**src/rtl/control_multiciclo_pkg.sv**
```systemverilog
// Shared definitions for the multi-cycle MIPS control unit:
// opcodes, ALUOp encodings, state encoding and the control bundle.
package mips_ctrl_defs;

    localparam int ST_BITS = 4;

    localparam logic [5:0] OP_R    = 6'b000000;
    localparam logic [5:0] OP_LW   = 6'b100011;
    localparam logic [5:0] OP_SW   = 6'b101011;
    localparam logic [5:0] OP_BEQ  = 6'b000100;
    localparam logic [5:0] OP_ADDI = 6'b001000;

    localparam logic [2:0] ALU_ADD   = 3'b000;
    localparam logic [2:0] ALU_RTYPE = 3'b001;
    localparam logic [2:0] ALU_SUB   = 3'b010;

    localparam logic [3:0] ST_FETCH  = 4'd0;
    localparam logic [3:0] ST_DECODE = 4'd1;
    localparam logic [3:0] ST_EXEC_R = 4'd2;
    localparam logic [3:0] ST_WB_R   = 4'd3;
    localparam logic [3:0] ST_ADDR   = 4'd4;
    localparam logic [3:0] ST_MEM_RD = 4'd5;
    localparam logic [3:0] ST_MEM_WR = 4'd6;
    localparam logic [3:0] ST_WB_MEM = 4'd7;
    localparam logic [3:0] ST_BRANCH = 4'd8;
    localparam logic [3:0] ST_EXEC_I = 4'd9;
    localparam logic [3:0] ST_WB_I   = 4'd10;
    localparam logic [3:0] ST_TRAP   = 4'd15;

    typedef enum logic [ST_BITS-1:0] {
        S_FETCH  = ST_FETCH,
        S_DECODE = ST_DECODE,
        S_EXEC_R = ST_EXEC_R,
        S_WB_R   = ST_WB_R,
        S_ADDR   = ST_ADDR,
        S_MEM_RD = ST_MEM_RD,
        S_MEM_WR = ST_MEM_WR,
        S_WB_MEM = ST_WB_MEM,
        S_BRANCH = ST_BRANCH,
        S_EXEC_I = ST_EXEC_I,
        S_WB_I   = ST_WB_I,
        S_TRAP   = ST_TRAP
    } state_t;

    typedef struct packed {
        logic       MemToReg;
        logic       MemRead;
        logic       RegWrite;
        logic       MemToWrite;
        logic       RegDst;
        logic       branch;
        logic       ALUSrc;
        logic [2:0] ALUOp;
        logic       pc_write;
        logic       ir_write;
    } ctrl_t;

endpackage

```
**src/rtl/ctrl_out_decode.sv**
```systemverilog
// Combinational state -> control bundle decoder.
// Ports: state_i (current state), mem_ready_i (gates FETCH strobes), ctrl_o.
module ctrl_out_decode
    import mips_ctrl_defs::*;
(
    input  state_t state_i,
    input  logic   mem_ready_i,
    output ctrl_t  ctrl_o
);

    always_comb begin
        ctrl_o = '0;
        unique case (state_i)
            S_FETCH: begin
                ctrl_o.MemRead  = 1'b1;
                ctrl_o.ir_write = mem_ready_i;
                ctrl_o.pc_write = mem_ready_i;
            end
            S_EXEC_R: ctrl_o.ALUOp = ALU_RTYPE;
            S_ADDR: begin
                ctrl_o.ALUSrc = 1'b1;
                ctrl_o.ALUOp  = ALU_ADD;
            end
            S_MEM_RD: ctrl_o.MemRead    = 1'b1;
            S_MEM_WR: ctrl_o.MemToWrite = 1'b1;
            S_WB_R: begin
                ctrl_o.RegWrite = 1'b1;
                ctrl_o.RegDst   = 1'b1;
            end
            S_WB_MEM: begin
                ctrl_o.RegWrite = 1'b1;
                ctrl_o.MemToReg = 1'b1;
            end
            S_BRANCH: begin
                ctrl_o.branch = 1'b1;
                ctrl_o.ALUOp  = ALU_SUB;
            end
`ifdef CTRL_ADDI_EN
            S_EXEC_I: begin
                ctrl_o.ALUSrc = 1'b1;
                ctrl_o.ALUOp  = ALU_ADD;
            end
            S_WB_I: ctrl_o.RegWrite = 1'b1;
`endif
            default: ctrl_o = '0;
        endcase
    end

endmodule

```
**src/rtl/control_multiciclo.sv**
```systemverilog
// Multi-cycle MIPS control FSM; drives datapath control bundle, pc/ir strobes,
// sticky illegal flag and debug state. Optional ADDI support: CTRL_ADDI_EN.
module control_multiciclo
    import mips_ctrl_defs::*;
#(
    parameter int STATE_W = 4
) (
    input  logic               clk,
    input  logic               rst,
    input  logic [5:0]         Opc,
    input  logic               mem_ready,
    output logic               MemToReg,
    output logic               MemRead,
    output logic               RegWrite,
    output logic               MemToWrite,
    output logic               RegDst,
    output logic               branch,
    output logic               ALUSrc,
    output logic [2:0]         ALUOp,
    output logic               pc_write,
    output logic               ir_write,
    output logic               illegal,
    output logic [STATE_W-1:0] state
);

    state_t     state_q, state_d;
    logic [5:0] opc_q, opc_d;
    logic       illegal_q, illegal_d;
    ctrl_t      ctrl;

    always_ff @(posedge clk) begin
        if (rst) begin
            state_q   <= S_FETCH;
            opc_q     <= '0;
            illegal_q <= 1'b0;
        end else begin
            state_q   <= state_d;
            opc_q     <= opc_d;
            illegal_q <= illegal_d;
        end
    end

    always_comb begin
        state_d   = state_q;
        opc_d     = opc_q;
        illegal_d = illegal_q;
        unique case (state_q)
            S_FETCH: if (mem_ready) state_d = S_DECODE;
            S_DECODE: begin
                opc_d = Opc;
                unique case (Opc)
                    OP_R:    state_d = S_EXEC_R;
                    OP_LW:   state_d = S_ADDR;
                    OP_SW:   state_d = S_ADDR;
                    OP_BEQ:  state_d = S_BRANCH;
`ifdef CTRL_ADDI_EN
                    OP_ADDI: state_d = S_EXEC_I;
`endif
                    default: state_d = S_TRAP;
                endcase
            end
            S_EXEC_R: state_d = S_WB_R;
            // Only LW/SW reach ADDR, so anything but LW is a store.
            S_ADDR:   state_d = (opc_q == OP_LW) ? S_MEM_RD : S_MEM_WR;
            S_MEM_RD: if (mem_ready) state_d = S_WB_MEM;
            S_MEM_WR: if (mem_ready) state_d = S_FETCH;
            S_WB_R:   state_d = S_FETCH;
            S_WB_MEM: state_d = S_FETCH;
            S_BRANCH: state_d = S_FETCH;
`ifdef CTRL_ADDI_EN
            S_EXEC_I: state_d = S_WB_I;
            S_WB_I:   state_d = S_FETCH;
`endif
            S_TRAP:   state_d = S_TRAP;
            default:  state_d = S_TRAP;
        endcase
        // Set alongside TRAP entry so the flag is visible in TRAP's first cycle.
        if (state_d == S_TRAP) illegal_d = 1'b1;
    end

    ctrl_out_decode u_dec (
        .state_i     (state_q),
        .mem_ready_i (mem_ready),
        .ctrl_o      (ctrl)
    );

    assign MemToReg   = ctrl.MemToReg;
    assign MemRead    = ctrl.MemRead;
    assign RegWrite   = ctrl.RegWrite;
    assign MemToWrite = ctrl.MemToWrite;
    assign RegDst     = ctrl.RegDst;
    assign branch     = ctrl.branch;
    assign ALUSrc     = ctrl.ALUSrc;
    assign ALUOp      = ctrl.ALUOp;
    assign pc_write   = ctrl.pc_write;
    assign ir_write   = ctrl.ir_write;
    assign illegal    = illegal_q;
    assign state      = STATE_W'(state_q);

endmodule

```
**config.mk**
```make
export PLATFORM = sky130hd
export DESIGN_NAME = control_multiciclo
export DESIGN_NICKNAME = d
export VERILOG_FILES = /design/src/rtl/control_multiciclo_pkg.sv /design/src/rtl/ctrl_out_decode.sv /design/src/rtl/control_multiciclo.sv
export SDC_FILE = /design/constraint.sdc
export NUM_CORES = 1
export LEC_CHECK = 0
export ABC_AREA = 1
export CAP_MARGIN = 15
export CORE_AREA = 2 2 44 55
export CTS_CLUSTER_SIZE = 10
export DETAILED_ROUTE_END_ITERATION = 10
export DIE_AREA = 0 0 46 57
export GPL_TIMING_DRIVEN = 0
export PLACE_DENSITY = 0.68
export SYNTH_ARGS = -nofsm -noshare
export SYNTH_HDL_FRONTEND = slang
export SYNTH_SLANG_ARGS = --single-unit
```
**constraint.sdc**
```tcl
create_clock -name clk -period 1.1 [get_ports clk]
set_input_delay 0.275 -clock clk [delete_from_list [all_inputs] [get_ports clk]]
set_output_delay 0.275 -clock clk [all_outputs]
set_load 0.005 [all_outputs]
```
After elaboration in Yosys (flattened, before gate mapping)

Index checks and enable logic that the tools add are counted.

Add/subtract/negate cells: 0
Multipliers: 0
Divide/modulo/power cells: 0
$lt $le $gt $ge: 0
Eq/ne operators: 13
Shift operators: 0
Mux-type cells: 15
Bitwise gates (word level): 0
Reductions and logical operators: 6

Operator list:

| kind                                                            | count |
|---|---|
| 4-bit case mux with 7 select lines                              | 1 |
| 6-bit == test, second input constant                            | 3 |
| 4-bit by 3-bit == test with 1-bit output, second input constant | 4 |
| 4-bit two-way mux                                               | 3 |
| 4-bit case mux with 3 select lines                              | 1 |
| 4-bit by 2-bit == test with 1-bit output, second input constant | 2 |
| 4-bit == test, second input constant                            | 2 |
| 1-bit two-way mux                                               | 7 |
| 6-bit by 3-bit == test with 1-bit output, second input constant | 1 |
| 6-bit zero test                                                 | 1 |
| 2-bit OR reduction                                              | 3 |
| 4-bit by 1-bit == test with 1-bit output, second input constant | 1 |
| 4-bit zero test                                                 | 1 |
| 2-bit two-way mux                                               | 2 |
| 2-bit case mux with 2 select lines                              | 1 |
| 3-bit OR reduction                                              | 1 |

Flip-flop bits (word level): 11
Bits in latches: 0
Memory bits (writable): 0
ROM bits: 0
Input bits: 9
Output and inout port bits: 17
Memories kept: 0

Longest topological paths before layout

Depth after elaboration: 5
Mapped depth: 9

By module

A second synthesis with hierarchy kept.

Cell total of the unflattened synthesis: 119
Area, all modules: 700.7 um^2

Modules (own cells, without submodules):

| module             | instances | cells an instance | area an instance (um^2) | sequential area each (um^2) |
|---|---|---|---|---|
| control_multiciclo | 1         | 91                | 579.3                   | 220.2 |
| ctrl_out_decode    | 1         | 28                | 121.4                   | 0.0 |

Least setup slack after synthesis

OpenSTA, ideal clock, no wires.

Kind: reg2reg
From: register state_q[1] (netlist: state[1])
To: register illegal_q (netlist: illegal)
Arrival time: 1.078 ns
Path slack: -0.108 ns
Cell stages (with the launch flop): 10
Buffers on the path: 0
Clock period less this slack: 1.208 ns
Cells stage by stage: dfxtp_1 -> inv_1 -> nand2_2 -> inv_1 -> nand2_2 -> nor2_1 -> nor2_1 -> nand2_1 -> nand2_1 -> a21oi_2

Longest elaborated chain between the ends: 4
Elaborated cells between the ends (all ways): 15
Classes of those cells: eq/ne (9); mux (4); reduce/logical (2)

Ends and longest elaborated chain:

| item                                   | line                     | source |
|---|---|---|
| start, declared                        | control_multiciclo.sv:26 | `state_t state_q, state_d;` |
| start signal, assigned                 | control_multiciclo.sv:37 | `state_q <= state_d;` |
| 4-bit == test (tied with other cells)  | control_multiciclo.sv:47 | `unique case (state_q)` |
| 3-bit OR reduction (no source line)    | n/a                      |  |
| 4-bit case mux with 7 select lines (*) | control_multiciclo.sv:47 |  |
| 4-bit == test (*)                      | control_multiciclo.sv:78 | `if (state_d == S_TRAP) illegal_d = 1'b1;` |
| end signal, assigned                   | control_multiciclo.sv:39 | `illegal_q <= illegal_d;` |
| end, declared                          | control_multiciclo.sv:28 | `logic illegal_q, illegal_d;` |

Mark *: on every way between the ends. The rest lies on a longest branch, timed or not.
A chain may end at the register's enable or synchronous reset.

Worst setup path after layout

From: register state_q[1] (netlist: state[1])
To: output pc_write

Longest elaborated chain between the ends: 2

Ends and longest elaborated chain:

| item              | line                     | source |
|---|---|---|
| 4-bit zero test   | ctrl_out_decode.sv:13    | `unique case (state_i)` |
| 2-bit two-way mux | ctrl_out_decode.sv:13    |  |
| end, declared     | control_multiciclo.sv:20 | `output logic pc_write,` |

No other way between the ends.

==> flow_summary.yaml <==
drt:
  dr_total_vias: 907
  wl_per_cell_um: 12.4
  dr.pass1.iters: 4
  viasPerCell: 4.80
  wl_um: 2350
  drc_errors: 0
  drt_iter0_markers: 9
  ant_nets: 0
cts:
  ctsHoldBuffers: 0
  numCtsBuffers: 3
  clock-sinks: 11
  cts_max_level: 1
  clockRootBuffer: "clkbuf_4"
  cts_tree: "built"
  cts.path.max_buffers: 2
  clock_latency_ns: 0.27
  clkTransAtPathRegs_ns: 0.07
placed_design:
  placed_cells: 162
  place_hpwl_um: 1270
  gp_congestion: 0.858
  io_buffers: 24
critical_path:
  cp_num_buf_inv: 5
  cp_max_fo: 4
  r2r-start: "state[1]"
  path_delay_family: "buffers and inverters"
  r2r_cells: 10
  crit_required_ns: 0.82
  r2r_end: "illegal"
  rrSetupSlack_ns: -0.24
  cp.arrival_ns: 1.29
  crit_chain: "nor2_4 -> inv_2 -> nor2_4 -> nand2_2 -> buf_6 -> inv_4 -> buf_6 -> buf_6"
  crit_top_cell: "buf_6"
  crit_path_top_delay_cell: "dfxtp_4"
  crit_path_start_kind: "flop"
  critPathLaunch: "state[1]"
  endpoint_kind: "primary output"
  cp_slowest_stage_delay_ns: 0.37
  critical_path_class: "reg -> out"
logic_synthesis:
  synth_nets: 126
  ys_seq_area_share_pct: 31.2
  yosys_register_bits: 11
  synthTopCellsByArea: "dfxtp_1 (31%), nor2_1 (15%), nand2_1 (13%), inv_1 (9.0%), nand3_1 (6.4%)"
  yosysWarnings: 0
  synth_area_um2: 706
  synth_top_area_share_pct: 31.2
  ys_types: 19
  yosys.area.top_type: "dfxtp_1"
  syn_area_per_cell_um2: 6.03
  syn_inst: 117
grt:
  grt_max_degree: 11
  grt_overflow: 0
  grt_pass1_vias: 846
  grt_first_pass_wirelength_um: 3460
  track_usage_pct: 17.8
  grt_antenna_before_repair: 0
hold_path:
  min_to: "opc_q[3]"
  holdPathStages: 3
  hp-class: "in -> reg"
  min_from: "Opc[3]"
power:
  p_per_area_mw_per_mm2: 2680
  fin_total_pwr_uw: 3690
  leakage_uw: 0.000690
  vdd_drop_max_mv: 1.20
die:
  fp.dieW_um: 46
  placementRows: 19
  fp.coreArea_mm2: 0.00214
  initial_core_util_pct: 33.0
  die_h_um: 57
  dieArea_mm2: 0.00262
  ios: 26
final_layout:
  fin_util_pct: 64.3
  nNetsFinal: 178
  syn_to_final_growth_pct: 94.9
  drive_gt1_share_pct: 60.1
  n_antenna_cell: 0
  stdcell_count: 189
timing:
  report.final.slew_viol_count: 0
  timing.fmax_ghz: 0.638
  layout_setup_ws_ns: -0.468
  period_needed_ns: 1.57
  finalSetupViolCount: 24
  max-slew-margin-rel_pct: 57.4
  hold_viol_final: 0
  rsz0062_at_grt: "yes"
  fin_skew_ns: 0.00704
  finalCritPeriodShare_pct: 143
  worst_slew_pin_slew_ns: 0.639
run_status:
  violations: "negative setup slack"
  status: "finished with violations"
flow_run:
  cap_violations: 0
## cell usage after synthesis, drive strengths merged
master,count
a211oi,4
nand2,28
o21ai,2
nor2,30
nand3,9
nand4,1
nor3,3
clkinv,1
dfxtp,11
clkbuf,1
inv,18
a21oi,5
buf,3
conb,1
## cells by family (layout without fill, tap and decap cells)
family / count (synthesis) / count (layout) / synth area share (%)
AND/OR/NAND/NOR: 71 / 71 / 44.7
flip-flops: 11 / 11 / 31.2
other: 1 / 1 / 0.531
buffers and inverters: 23 / 74 / 13.8
AO/OA/AOI/OAI: 11 / 11 / 9.75
## report_power, final
part           switching, uW  internal (uW)  total, uW
registers                140            575        715
clock network            136            140        277
logic                   1330           1360       2700
total                   1610           2080       3690
## how the worst max path moves through the flow
stage | cells past startpoint | slack, ns | endpoint
2_1_floorplan | 9 | -0.03 | illegal
3_3_place_gp | 5 | -0.71 | pc_write
3_5_place_dp | 5 | -0.70 | pc_write
4_1_cts | 8 | -0.47 | pc_write
5_1_grt | 8 | -0.54 | pc_write
6_report | 8 | -0.47 | pc_write
## registers in the layout, summed over array words and instances, names as in the netlist
signal   cells
illegal      1
state        4
opc_q        6
## tightest hold or removal path: cells and delay by family
family / cells / cell delay (ns)
buffers and inverters: 2 / 0.23
AO/OA/AOI/OAI: 1 / 0.07
## layout by cell type, fill, tap and decap left out, drive strengths merged
master,count
dfxtp,11
clkbuf,6
clkdlybuf4s15,1
clkdlybuf4s50,2
nor2,30
nand3,9
nand2,28
dlymetal6s2s,1
a211oi,4
nor3,3
a21oi,5
dlygate4sd2,5
o21ai,2
buf,40
inv,19
conb,1
nand4,1
## area by class of cell
class | count | area [um^2]
inverters | 19 | 78.8
clock buffers | 4 | 26.3
well taps | 21 | 26.3
multi-input cells | 83 | 567
fillers | 186 | 764
plain buffers | 4 | 30.0
flip-flops and latches | 11 | 236
repair buffers | 47 | 410
## timing repair
item | CTS | global route
pin swaps | 13 | 13
resized for setup | 102 | 44
setup endpoints to repair | 21 | 24
buffers inserted | 23 | 6
gates cloned | 0 | 0
## through the flow
stage,setup TNS [ns],hold WS [ns],cell area [um^2],worst slack (ns)
2_1_floorplan,-0.0625,0.353,712,-0.0321
3_3_place_gp,-8.68,0.451,978,-0.714
3_5_place_dp,-8.84,0.453,978,-0.704
4_1_cts,-5.43,0.458,1190,-0.475
5_1_grt,-6.96,0.371,1380,-0.537
6_report,-5.77,0.340,1380,-0.468
## metal layers
| layer | vias up | track usage, % | share of wire, % |
|---|---|---|---|
| met2 | 32 | 31.0 | 55 |
| met3 | 4 | 3.16 | 4.2 |
| met5 | - | 0 | 0 |
| met4 | 0 | 10.2 | 2.3 |
| li1 | 463 | - | - |
| met1 | 408 | 19.1 | 38 |
(Power assumes the default switching activity.)
